<file path="config.mk">
export PLATFORM = sky130hd
export DESIGN_NAME = opl3_timer_bank
export DESIGN_NICKNAME = d
export VERILOG_FILES = /design/src/rtl/opl3_timer_bank.sv
export SDC_FILE = /design/constraint.sdc
export NUM_CORES = 1
export LEC_CHECK = 0
export ABC_CLOCK_PERIOD_IN_PS = 2300
export BUFFER_PORTS_ARGS = -buffer_cell sky130_fd_sc_hd__buf_2
export CORE_MARGIN = 1.5
export CORE_UTILIZATION = 40
export DETAILED_ROUTE_END_ITERATION = 6
export GPL_TIMING_DRIVEN = 0
export PLACE_DENSITY_LB_ADDON = 0.15
export REMOVE_ABC_BUFFERS = 1
export SLEW_MARGIN = 20
export SYNTH_ARGS = -nofsm -noshare
export SYNTH_HDL_FRONTEND = slang
export SYNTH_SLANG_ARGS = --single-unit
</file>
<file path="constraint.sdc">
create_clock -name clk -period 2.3 [get_ports clk]
set_input_delay 0.115 -clock clk [delete_from_list [all_inputs] [get_ports clk]]
set_output_delay 0.115 -clock clk [all_outputs]
set_load 0.02 [all_outputs]
</file>
<file path="src/rtl/opl3_timer_bank.sv">
// Parametrised bank of OPL3-style interval timers: free-running tick generation,
// reload/start/mask control, sticky overflow flags and a combined IRQ.
module opl3_timer_bank #(
  parameter int NUM_TIMERS       = 2,
  parameter int TIMER_WIDTH      = 8,
  parameter int BASE_TICK_CYCLES = 1966,
  parameter int TICK_RATIO_LOG2  = 2,
  localparam int LIDX_W          = (NUM_TIMERS > 1) ? $clog2(NUM_TIMERS) : 1
) (
  input  logic                   clk,
  input  logic                   reset_n,
  input  logic                   load_wr,
  input  logic [LIDX_W-1:0]      load_idx,
  input  logic [TIMER_WIDTH-1:0] load_data,
  input  logic                   ctrl_wr,
  input  logic                   ctrl_irq_rst,
  input  logic [NUM_TIMERS-1:0]  ctrl_mask,
  input  logic [NUM_TIMERS-1:0]  ctrl_start,
  output logic [NUM_TIMERS-1:0]  flag,
  output logic                   irq,
  output logic [NUM_TIMERS-1:0]  ovf_pulse
);

  localparam int PRE_W = (BASE_TICK_CYCLES > 1) ? $clog2(BASE_TICK_CYCLES) : 1;
  localparam logic [PRE_W-1:0]       PRE_LAST     = PRE_W'(BASE_TICK_CYCLES - 1);
  localparam logic [TIMER_WIDTH-1:0] CNT_ALL_ONES = {TIMER_WIDTH{1'b1}};

  logic [PRE_W-1:0]       presc_r;
  logic                   base_tick_s;
  logic [NUM_TIMERS-1:0]  tick_s;

  logic [NUM_TIMERS-1:0]  start_r;
  logic [NUM_TIMERS-1:0]  mask_r;
  logic [NUM_TIMERS-1:0]  start_nxt_s;
  logic [NUM_TIMERS-1:0]  mask_nxt_s;

  logic [TIMER_WIDTH-1:0] reload_r     [NUM_TIMERS];
  logic [TIMER_WIDTH-1:0] cnt_r        [NUM_TIMERS];
  logic [TIMER_WIDTH-1:0] reload_nxt_s [NUM_TIMERS];
  logic [TIMER_WIDTH-1:0] cnt_nxt_s    [NUM_TIMERS];

  logic [NUM_TIMERS-1:0]  ovf_s;
  logic [NUM_TIMERS-1:0]  flag_nxt_s;
  logic [NUM_TIMERS-1:0]  flag_r;
  logic [NUM_TIMERS-1:0]  ovf_pulse_r;
  logic                   irq_r;

  assign base_tick_s = (presc_r == PRE_LAST);

  // Base prescaler: free-running, only reset_n touches its phase
  always_ff @(posedge clk) begin
    if (!reset_n) begin
      presc_r <= '0;
    end else if (base_tick_s) begin
      presc_r <= '0;
    end else begin
      presc_r <= presc_r + PRE_W'(1);
    end
  end

  assign tick_s[0] = base_tick_s;

  // Timer i ticks once per 2^(i*TICK_RATIO_LOG2) base ticks
  for (genvar gi = 1; gi < NUM_TIMERS; gi++) begin : g_sub
    localparam int DW = gi * TICK_RATIO_LOG2;
    if (DW == 0) begin : g_nodiv
      assign tick_s[gi] = base_tick_s;
    end else begin : g_div
      logic [DW-1:0] div_r;

      // Sub-divider: counts base ticks, wraps naturally at 2^DW
      always_ff @(posedge clk) begin
        if (!reset_n) begin
          div_r <= '0;
        end else if (base_tick_s) begin
          div_r <= div_r + DW'(1);
        end else begin
          div_r <= div_r;
        end
      end

      assign tick_s[gi] = base_tick_s & (&div_r);
    end
  end

  // Next start/mask: an irq-reset write leaves both untouched
  always_comb begin
    start_nxt_s = start_r;
    mask_nxt_s  = mask_r;
    if (ctrl_wr && !ctrl_irq_rst) begin
      start_nxt_s = ctrl_start;
      mask_nxt_s  = ctrl_mask;
    end else begin
      start_nxt_s = start_r;
      mask_nxt_s  = mask_r;
    end
  end

  // Per-timer counting, reload and flag update
  always_comb begin
    for (int i = 0; i < NUM_TIMERS; i++) begin
      reload_nxt_s[i] = reload_r[i];
      cnt_nxt_s[i]    = cnt_r[i];
      ovf_s[i]        = 1'b0;
      flag_nxt_s[i]   = flag_r[i];

      if (load_wr && (load_idx == LIDX_W'(i))) begin
        reload_nxt_s[i] = load_data;
      end else begin
        reload_nxt_s[i] = reload_r[i];
      end

      // A tick coinciding with a start or a stop is dropped
      if (start_nxt_s[i] && !start_r[i]) begin
        cnt_nxt_s[i] = reload_nxt_s[i];
      end else if (start_nxt_s[i] && start_r[i] && tick_s[i]) begin
        if (cnt_r[i] == CNT_ALL_ONES) begin
          ovf_s[i]     = 1'b1;
          cnt_nxt_s[i] = reload_nxt_s[i];
        end else begin
          cnt_nxt_s[i] = cnt_r[i] + TIMER_WIDTH'(1);
        end
      end else begin
        cnt_nxt_s[i] = cnt_r[i];
      end

      // Set beats irq-reset; a mask set by this same write beats the set
      if (ovf_s[i] && !mask_nxt_s[i]) begin
        flag_nxt_s[i] = 1'b1;
      end else if (ctrl_wr && (ctrl_irq_rst || ctrl_mask[i])) begin
        flag_nxt_s[i] = 1'b0;
      end else begin
        flag_nxt_s[i] = flag_r[i];
      end
    end
  end

  // Timer state and registered outputs
  always_ff @(posedge clk) begin
    if (!reset_n) begin
      start_r     <= '0;
      mask_r      <= '0;
      flag_r      <= '0;
      ovf_pulse_r <= '0;
      irq_r       <= 1'b0;
      for (int i = 0; i < NUM_TIMERS; i++) begin
        reload_r[i] <= '0;
        cnt_r[i]    <= '0;
      end
    end else begin
      start_r     <= start_nxt_s;
      mask_r      <= mask_nxt_s;
      flag_r      <= flag_nxt_s;
      ovf_pulse_r <= ovf_s;
      irq_r       <= |flag_nxt_s;
      for (int i = 0; i < NUM_TIMERS; i++) begin
        reload_r[i] <= reload_nxt_s[i];
        cnt_r[i]    <= cnt_nxt_s[i];
      end
    end
  end

  assign flag      = flag_r;
  assign irq       = irq_r;
  assign ovf_pulse = ovf_pulse_r;

endmodule
</file>
==> results.md <==
* Status: completed
* Hold path start: ctrl_mask[0]
* Synth top area share at 42.9%
* Largest area contributor in the netlist: dfxtp_1
* Worst EP required at 2530 ps
* Antenna fix cells at 0
* Post-Synthesis Cell Area at 0.00252 mm2
* Total grt overflow at 0
* Minimum clock period at 2120 ps
* # nets final at 331
* Maxcap violations at 0
* Dpl cell area at 0.00268 mm2
* Fin util at 46.5%
* Via density per instance at 5.40
* Clock Skews at 11.2 ps
* Final slew viol count at 0
* TNS Setup at 0 ps
* CTS buffer count at 5
* Most frequent cells in the layout: 54 x dfxtp_1, 35 x nand2_1, 34 x nor2_1
* RSZ-0062 raised after global routing: no
* Largest net degree at the start of global routing at 28
* Fmax achieved at 472 MHz
* Number of synthesized flops with an enable pin at 0
* Detailed Route WL at 5470 um
* Ys flop type: dfxtp_1
* Crit path capture type: register
* Post-synthesis sequential area ratio at 42.9%
* Final setup vio count at 0
* FF+latch count, synth at 54
* Worst Setup SP: presc_r[0]$_SDFF_PP0_
* Crit path DAT at 2350 ps
* Die Ht at 82.4 um
* Commonest non-fill, non-tap cell in the layout: dfxtp_1
* Worst-Margin Slew at 810 ps
* Async S/R FF share, synth at 0%
* GRT Overall Usage at 17.8%
* Fin crit share at 92.2%
* Vias at 2073
* Max clock buf depth at 2
* Post-DRT Antenna Nets at 0
* Yosys cell types at 47
* Syn Inst Count at 290
* CTS clk-pin slew, worst paths at 100 ps
* Vias in the first global route at 1886
* Fillers at 601
* Static Leakage at 1.05 nW
* Number of antenna violations at the first check in global routing at 0
* Critical path class: register to register
* Detailed Place HPWL at 3940 um
* TritonCTS clock tree: done
* Top cells by area, synth: dfxtp_1 43%, mux2i_1 6.4%, nand2_1 5.2%, nor2_1 5.1%, a21oi_1 3.4%
* Power Density at 629 mW/mm2
* Worst reg2reg setup slack at 180 ps
* Placer congestion estimate at 0.824
* Hold WS at 57.4 ps
* Starting density of the core at 42.0%
* Fin. Hold Viols at 0
* Top Ports at 23
* Crit Reg-Reg Startpoint: presc_r[0]$_SDFF_PP0_
* CTS sink count at 54
* IR drop worst, VDD at 0.307 mV
* Ys Warns at 0
* Die width at 82.4 um
* DR WL/cell at 14.3 um
* Pre-Repair DR Iteration Count at 4
* Die ar. at 0.00678 mm2
* Site Rows at 28
* Clk_lat worst skew at 310 ps
* Final instance area at 0.00279 mm2
* DRT iter0 DRCs at 88
* DRC errors left at 0
* Core ar. at 0.00599 mm2
* Worst Path Max Fanout at 9
* Max H-tree Level at 2
* Post-CTS Setup Repair Bufs at 0
* Max_slew headroom at 45.9%
* Startpoint Class: register
* Fraction of layout cells with a size suffix above 1 at 12.9%
* Clock root buffer: clkbuf_8
* First-pass GRT wire length at 9190 um
* Synthesized area per cell at 8.69 um2
* # port buffers at 22
* Hold Crit Class: input port to register
* Area grow syn2layout at 10.6%
-- cell usage after synthesis, types with 4 or more instances --
cell type and number:
ha_1 5, nand3_1 9, mux2_2 4, a21oi_1 17, o22ai_1 6, nor2_1 34
nand4_1 5, mux2i_1 16, clkbuf_1 10, nand2_1 35, and2_1 5, nor3_1 6
xor2_1 6, dfxtp_1 54, xnor2_1 4, inv_1 6, a32o_1 5, o21a_1 4
or3_1 7, o21ai_0 15
-- path summary, 6_finish.rpt --
path | cells past startpoint | to
setup reg to reg | 6 | cnt_r[0][8]$_SDFFE_PN0P_
setup / recovery | 6 | cnt_r[0][8]$_SDFFE_PN0P_
hold / removal | 3 | mask_r[0]$_SDFF_PN0_
hold reg to reg | 2 | g_sub[1].g_div.div_r[1]$_SDFFE_PN0N_
-- power by group --
part,switching [mW],internal (mW),total (mW)
Clock,0.303,0.326,0.629
Sequential,0.0165,0.961,0.978
Combinational,0.0874,0.0578,0.145
-- registers in the layout, indices dropped and copies added (netlist names) --
name	cells
start_r	2
flag	2
mask_r	2
ovf_pulse	2
g_sub.g_div.div_r	2
presc_r	11
irq	1
cnt_r	16
reload_r	16
-- through the flow --
step	power, mW	std cells	worst slack, ps
2_1_floorplan	1.09	279	431
3_3_place_gp	1.14	376	129
3_5_place_dp	1.15	376	138
4_1_cts	1.76	384	102
5_1_grt	1.83	384	27.5
6_report	1.75	384	180
-- worst max-delay path, cell delays in order (launching register included) --
cell     delay [ps]
dfxtp_1         410
ha_1            210
nand4_1         120
or3_1           490
o21a_1          300
or3_1           350
a31oi_1         170
-- area by class of cell --
cell class / instances / area (um2) / share of cell area [%]
Multi-Input combinational cell: 219 / 1370 / 49.3
Clock buffer: 7 / 76.3 / 2.74
Clock inverter: 1 / 30.0 / 1.08
Timing Repair Buffer: 22 / 110 / 3.95
Sequential cell: 54 / 1080 / 38.8
Tap cell: 75 / 93.8 / 3.37
Inverter: 6 / 22.5 / 0.808
-- kinds of logic after synthesis --
| group | count (synthesis) | share of synthesized area [%] |
|---|---|---|
| AOI/OAI and AO/OA | 60 | 15.5 |
| DFF | 54 | 42.9 |
| buffers and inverters | 17 | 2.58 |
| and+or+nand+nor | 124 | 24.9 |
| adders and majority gates | 5 | 2.48 |
| xor gates and xnor gates | 10 | 3.48 |
| muxes | 20 | 8.15 |
-- per-layer routing --
metal  up-vias  track usage [%]  part of all wire, %  routed length (um)
met1       957             25.2                   53                2880
met5         -                0                    0                   0
met4         0             5.25                  1.2                  63
li1       1079                -                    -                   -
met2        32             27.2                   44                2390
met3         5             3.63                  2.5                 138
-- timing repair --
| item | CTS | global route |
|---|---|---|
| resized for setup | 0 | 1 |
| setup endpoints to repair | 0 | 4 |
| hold buffers | 0 | 0 |
Note: power is estimated with default switching activity, not from simulation.
